<file path="src/rtl/lamp_fpu_sqrt_post.sv">
// lampFPU sqrt post stage: normalize, round and pack the fraction result.
// LAMP_FPU_SQRT_RNE_EN selects round-to-nearest-even; otherwise truncation.
module lamp_fpu_sqrt_post #(
    parameter int FLOAT_DW = 16,
    parameter int E_DW     = 8,
    parameter int F_DW     = 7,
    parameter int RES_DW   = 16,
    parameter int EXP_DW   = 10
) (
    input  logic                clk,
    input  logic                rst,
    input  logic                valid_i,
    input  logic [RES_DW-1:0]   res_i,
    input  logic [EXP_DW-1:0]   exp_i,
    input  logic                sign_i,
    input  logic [1:0]          spec_i,
    output logic                valid_o,
    output logic [FLOAT_DW-1:0] result_o,
    output logic                ovf_o,
    output logic                unf_o,
    output logic                inx_o,
    output logic                err_o
);

    localparam int EF_W = EXP_DW + 2;

    localparam logic [1:0] SPEC_NORM = 2'b00;
    localparam logic [1:0] SPEC_QNAN = 2'b01;
    localparam logic [1:0] SPEC_INF  = 2'b10;
    localparam logic [1:0] SPEC_ZERO = 2'b11;

    localparam logic signed [EXP_DW:0] ADJ_M1 = '1;
    localparam logic signed [EXP_DW:0] ADJ_M2 = {{EXP_DW{1'b1}}, 1'b0};

    localparam logic signed [EF_W-1:0] EMAX  = EF_W'(255);
    localparam logic signed [EF_W-1:0] EZERO = '0;

    localparam logic [FLOAT_DW-1:0] QNAN_VAL =
        {1'b0, {E_DW{1'b1}}, 1'b1, {(F_DW-1){1'b0}}};

    typedef struct packed {
        logic                     sign;
        logic [1:0]               spec;
        logic                     err;
        logic [F_DW-1:0]          mant;
        logic                     guard;
        logic                     sticky;
        logic signed [EXP_DW:0]   e1;
    } s1_t;

    // ---------------- stage 1: leading-one select ----------------
    s1_t                    s1_n;
    s1_t                    s1;
    logic                   v1;
    logic signed [EXP_DW:0] adj;

    always_comb begin
        s1_n      = '0;
        adj       = '0;
        s1_n.sign = sign_i;
        s1_n.spec = spec_i;
        priority case (1'b1)
            res_i[RES_DW-1]: begin
                s1_n.mant   = res_i[RES_DW-2 -: F_DW];
                s1_n.guard  = res_i[RES_DW-2-F_DW];
                s1_n.sticky = |res_i[RES_DW-3-F_DW:0];
            end
            res_i[RES_DW-2]: begin
                s1_n.mant   = res_i[RES_DW-3 -: F_DW];
                s1_n.guard  = res_i[RES_DW-3-F_DW];
                s1_n.sticky = |res_i[RES_DW-4-F_DW:0];
                adj         = ADJ_M1;
            end
            res_i[RES_DW-3]: begin
                s1_n.mant   = res_i[RES_DW-4 -: F_DW];
                s1_n.guard  = res_i[RES_DW-4-F_DW];
                s1_n.sticky = |res_i[RES_DW-5-F_DW:0];
                adj         = ADJ_M2;
            end
            default: begin
                s1_n.err = 1'b1;
            end
        endcase
        s1_n.e1 = {exp_i[EXP_DW-1], exp_i} + adj;
    end

    always_ff @(posedge clk) begin
        if (rst) begin
            v1 <= 1'b0;
        end else begin
            v1 <= valid_i;
            if (valid_i) begin
                s1 <= s1_n;
            end
        end
    end

    // ---------------- stage 2: round, range check, pack ----------------
    logic                   carry;
    logic [F_DW-1:0]        mant_r;
    logic signed [EF_W-1:0] ef;
    logic                   inx_raw;

`ifdef LAMP_FPU_SQRT_RNE_EN
    logic rnd;

    always_comb begin
        rnd             = s1.guard & (s1.sticky | s1.mant[0]);
        // carry out of the mantissa means {1,mant} rolled over to 2.0
        {carry, mant_r} = {1'b0, s1.mant} + {{F_DW{1'b0}}, rnd};
    end
`else
    always_comb begin
        carry  = 1'b0;
        mant_r = s1.mant;
    end
`endif

    always_comb begin
        ef      = {s1.e1[EXP_DW], s1.e1} + {{(EF_W-1){1'b0}}, carry};
        inx_raw = s1.guard | s1.sticky;
    end

    logic [FLOAT_DW-1:0] res_n;
    logic                ovf_n;
    logic                unf_n;
    logic                inx_n;
    logic                err_n;

    always_comb begin
        res_n = '0;
        ovf_n = 1'b0;
        unf_n = 1'b0;
        inx_n = 1'b0;
        err_n = 1'b0;
        unique case (s1.spec)
            SPEC_QNAN: res_n = QNAN_VAL;
            SPEC_INF:  res_n = {s1.sign, {E_DW{1'b1}}, {F_DW{1'b0}}};
            SPEC_ZERO: res_n = {s1.sign, {(E_DW+F_DW){1'b0}}};
            SPEC_NORM: begin
                if (s1.err) begin
                    err_n = 1'b1;
                end else if (ef >= EMAX) begin
                    res_n = {s1.sign, {E_DW{1'b1}}, {F_DW{1'b0}}};
                    ovf_n = 1'b1;
                    inx_n = 1'b1;
                end else if (ef <= EZERO) begin
                    // no subnormals: anything below the normal range flushes
                    res_n = {s1.sign, {(E_DW+F_DW){1'b0}}};
                    unf_n = 1'b1;
                    inx_n = 1'b1;
                end else begin
                    res_n = {s1.sign, ef[E_DW-1:0], mant_r};
                    inx_n = inx_raw;
                end
            end
            default: res_n = '0;
        endcase
    end

    always_ff @(posedge clk) begin
        if (rst) begin
            valid_o  <= 1'b0;
            result_o <= '0;
            ovf_o    <= 1'b0;
            unf_o    <= 1'b0;
            inx_o    <= 1'b0;
            err_o    <= 1'b0;
        end else begin
            valid_o <= v1;
            if (v1) begin
                result_o <= res_n;
                ovf_o    <= ovf_n;
                unf_o    <= unf_n;
                inx_o    <= inx_n;
                err_o    <= err_n;
            end
        end
    end

endmodule
</file>
<file path="config.mk">
export PLATFORM = sky130hd
export DESIGN_NAME = lamp_fpu_sqrt_post
export DESIGN_NICKNAME = d
export VERILOG_FILES = /design/src/rtl/lamp_fpu_sqrt_post.sv
export SDC_FILE = /design/constraint.sdc
export NUM_CORES = 1
export LEC_CHECK = 0
export CAP_MARGIN = 10
export CORE_UTILIZATION = 45
export DETAILED_ROUTE_END_ITERATION = 7
export PLACE_DENSITY = 0.71
export SETUP_SLACK_MARGIN = 0.15
export SYNTH_ARGS = -nofsm -noshare
export SYNTH_HDL_FRONTEND = slang
export SYNTH_SLANG_ARGS = --single-unit
</file>
<file path="constraint.sdc">
create_clock -name clk -period 4 [get_ports clk]
set_input_delay 0.6 -clock clk [delete_from_list [all_inputs] [get_ports clk]]
set_output_delay 0.6 -clock clk [all_outputs]
set_load 0.03 [all_outputs]
</file>
==> impl_metrics.yaml <==
timing:
  min_period_ps: 3280
  clock.fmax_ghz: 0.305
  hold_violations: 0
  finalMaxSlewViolations: 0
  rsz0062_at_grt: "false"
  setup_slack_ps: 722
  worstMarginPinSlew_ps: 754
  max-slew-margin-rel_pct: 49.5
  report.final.setup_viol: 0
  timing.final.crit_share_pct: 81.9
  fin_setup_tns_ps: 0
  fin_skew_ps: 6.08
cts:
  clk_latency_ps: 300
  cts_tree: "yes"
  cts_buffers: 5
  cts.clk_slew.worst_paths_ps: 80
  cts-resized-gates: 0
  clock_sinks: 46
  root_buffer: "clkbuf_8"
  cts_hold_buf: 0
  ctsHtreeMaxLevel: 2
  clk_path_buf_depth: 2
  postCtsSetupBuffers: 0
floorplan:
  core_mm2: 0.00475
  rows: 25
  die_height_um: 72.5
  fp.dieW_um: 72.5
  dieArea_mm2: 0.00526
  ioPinCount: 53
  start_util_pct: 47.1
critical_path:
  r2r_cells: 3
  crit_type: "input port to flop"
  r2r_slack_ps: 1930
  worstPathRequired_ps: 4160
  r2r-end: "result_o[14]"
  r2r-start: "v1"
  cp-end-kind: "flop"
  worstSetupStartpointType: "input port"
  cp.arrival_ps: 3440
  critPathMaxFanout: 10
  crit_end: "s1[9]"
  cp-startpoint: "res_i[13]"
outcome:
  outcome: "finished, final reports clean"
placement:
  pre_cts_slack_ps: 409
  placed_area_mm2: 0.00284
  port_buffers: 52
  hpwl_mm: 3.08
  gp_congestion: 0.824
synthesis:
  yosysWarnings: 0
  ys_ff_latch: 46
  synth_area_mm2: 0.00224
  syn_inst: 220
  yosysTopAreaCell: "edfxtp_1"
  synth.avg_cell_area_um2: 10.2
  ys_top_cells_by_area: "edfxtp_1 (32%), dfxtp_1 (20%), ha_1 (5.6%)"
  synth_fp_nets: 263
  synth-main-ff-cell: "edfxtp_1"
  synthTopCellsByCount: "edfxtp_1 (24), dfxtp_1 (22), nor2_1 (22)"
  yosysTopAreaCellShare_pct: 32.2
  synth.most_common_cell: "edfxtp_1"
  async_reset_ff_share_pct: 0
  yosysSeqAreaShare_pct: 51.9
  synth-edff-count: 24
  synth_cell_type_count: 40
pwr:
  power_mw: 1.02
  leakage_nw: 1.02
  powerDensity_mw_per_mm2: 350
  peakVddDrop_uv: 130
detailed_routing:
  drt-initial-drc-count: 66
  first_pass_iters: 4
  dr_total_vias: 1780
  drc_errors: 0
  ant_nets: 0
  vias_per_cell: 5.20
  drt_wl_total_mm: 4.20
  drt-wirelength-per-cell_um: 12.3
global_routing:
  grt-ovfl-total: 0
  track_usage_pct: 17.2
  grt_start_max_net_pins: 25
  grt_pass1_wl_mm: 6.97
  antenna_found_initial: 0
  grt_pass1_vias: 1528
hold_path:
  hold_path_class: "flop to flop"
  hp-start: "result_o[0]"
flow_run:
  cap_violations: 0
final_layout:
  drive_gt1_share_pct: 5.82
  fill_cells: 423
  fin_area_mm2: 0.00292
  antenna_cells: 0
  nets: 317
  area_growth_pct: 30.6
[layer usage]
metal | track usage, % | vias up | wire [um]
li1 | - | 920 | -
met1 | 24.7 | 812 | 2120
met2 | 24.8 | 43 | 1870
met3 | 4.17 | 5 | 145
met4 | 6.97 | 0 | 55
met5 | 0 | - | 0
[state kept, by name, indices dropped and copies added (netlist names)]
signal	count
v1	1
mant_r	7
unf_o	1
s1	17
inx_o	1
valid_o	1
ovf_o	1
err_o	1
result_o	16
[critical path, stage by stage]
cell	delay, ps
clkdlybuf4s50_1	570
nor2_1	80
nor2_1	580
ha_1	420
a21o_1	210
a221oi_2	350
a21oi_2	120
or4_1	400
nand4_1	100
[area by class of cell]
type | instances | area (um^2) | share of cell area [%]
Clock buffer | 6 | 72.6 | 2.48
Clock inverter | 2 | 13.8 | 0.471
Inverter | 2 | 7.51 | 0.257
Multi-Input combinational cell | 164 | 1040 | 35.6
Sequential cell | 46 | 1160 | 39.7
Tap cell | 67 | 83.8 | 2.87
Timing Repair Buffer | 55 | 543 | 18.6
[logic make-up after synthesis]
| family | Yosys count | synth area share (%) |
|---|---|---|
| fa+ha+maj | 11 | 6.49 |
| compound gates | 60 | 17.6 |
| buf+inv | 10 | 1.68 |
| simple gates | 86 | 19.6 |
| flops | 46 | 51.9 |
| xor+xnor | 7 | 2.74 |
[power breakdown]
| group | leakage [nW] | switching (mW) | internal (mW) |
|---|---|---|---|
| combinational | 0.571 | 0.0991 | 0.0955 |
| sequential | 0.403 | 0.0208 | 0.535 |
| clock | 0.0452 | 0.148 | 0.123 |
[how the worst min path moves through the flow]
| stage | cells past startpoint | end |
|---|---|---|
| after floorplan | 2 | result_o[6] |
| after global placement | 2 | result_o[0] |
| after detailed placement | 2 | result_o[0] |
| after CTS | 2 | result_o[0] |
| after global routing | 2 | result_o[3] |
| final | 2 | result_o[0] |
[cells in the final DEF, fill, tap and decap left out, types with 5 or more instances in the layout]
cell type        netlist  routed
o21ai_0               12      12
clkdlybuf4s50_1        0      52
dfxtp_1               22      22
nand2_1               21      21
nand3_1                8       8
nor2b_1                7       6
ha_1                  10      10
a22oi_1                6       6
a211oi_1               9       9
clkbuf_8               0       5
a21oi_1               17      17
edfxtp_1              24      24
nand2b_1               9       9
nor2_1                22      22
[through the flow]
step	hold slack, ps	util [%]	std cells
floorplan	502	-	220
global placement	438	59.7	334
detailed placement	445	59.7	334
CTS	455	61.5	342
global route	483	61.5	342
finish	453	61.5	342
No activity file was read; power rests on OpenSTA's default activity.
==> edit, RTL diff (config.mk and constraints unchanged) <==
Change the parameter `RES_DW` from 16 to 18.
--- a/src/rtl/lamp_fpu_sqrt_post.sv
+++ b/src/rtl/lamp_fpu_sqrt_post.sv
@@ -4,7 +4,7 @@
     parameter int FLOAT_DW = 16,
     parameter int E_DW     = 8,
     parameter int F_DW     = 7,
-    parameter int RES_DW   = 16,
+    parameter int RES_DW   = 18,
     parameter int EXP_DW   = 10
 ) (
     input  logic                clk,
Ports: changed (resized res_i); port bits go from 53 to 55. No check against the original RTL was run, so the function may have changed too.
==> edit against the original RTL <==
Total power increased by 5.0%. Sequential share of layout area decreased by 1.0 points. Final area increased by 2.6%. First-iteration DRC count increased by 73%. Setup slack improved by 0.36 ns. Synthesized area increased by 2.0%. Routed wire length decreased by 2.8%. Sequential cell count unchanged. Highest routed layer unchanged.
==> edit: results (changes against the original RTL) <==
HPWL after detailed placement 3.01 mm (-2.3%); worst vdd ir 0.142 mV (+9.2%); Syn Area/Cell 10.1 µm² (-0.31%); GR Util met1 23.3% (-1.5 points); PD cells 358 nW/µm² (+2.3%); pre-CTS WS 0.780 ns (+0.371 ns); Crit path max-delay family buffers and inverters; Fillers 410 (-3.1%); share of layout cells above drive strength 1 7.12% (+1.3 points); vias in the first global route 1499 (-1.9%); sequential share of the synthesized area 50.9% (-1.0 points); combinational share of power 18.0% (-1.0 points); first-pass GRT wire length 6.71 mm (-3.8%); GRT Overall Usage 16.5% (-0.72 points); xor/xnor share of the synthesized area 3.07% (+0.33 points); Final nets 325 (+2.5%); met2 WL 1.86 mm (-0.48%); Worst slew margin 49.8% (+0.30 points); Non-clock buffers 57 (+3.6%); run status finished clean; total wire length 4.08 mm (-2.8%); 1st-iter DRT viols 114 (+73%); Seq/total area 38.7% (-1.0 points); fraction of the mapped netlist area in adder cells 6.36% (-0.12 points); met3 usage 3.31% (-0.85 points); crit path max-delay cell type clkdlybuf4s50_1; vias 1789 (+0.51%); Inverters excl. clock 4 (+2); Synth area leaders edfxtp_1 32%, dfxtp_1 19%, ha_1 5.5%, nor2_1 3.3%, nand2_1 3.1%; met3 wire len 156 µm (+7.6%); Post-Route M1 WL 2.03 mm (-4.6%); area share of buffers outside the clock network 18.8% (+0.19 points)
[edit: changes by cell type in the layout (fill, tap and decap cells not counted), sizes merged, moves of 3 or more]
cell   change
a21oi      -6
o31ai      +5
or4        -3
or3b       +6
nor2b      +4
nor4       +4
nor2       -3
nand3      -4
or2b       +4
[edit: final timing paths]
path | from | end | slack, ns | cells past startpoint
setup reg to reg | s1[10]$_DFFE_PP_ | result_o[11]$_SDFFE_PP0P_ | 2.25 | 5
setup / recovery | res_i[17] | s1[6]$_DFFE_PP_ | 1.08 | 9
hold reg to reg | result_o[15]$_SDFFE_PP0P_ | result_o[15]$_SDFFE_PP0P_ | 0.47 | 2
hold / removal | result_o[15]$_SDFFE_PP0P_ | result_o[15]$_SDFFE_PP0P_ | 0.47 | 2
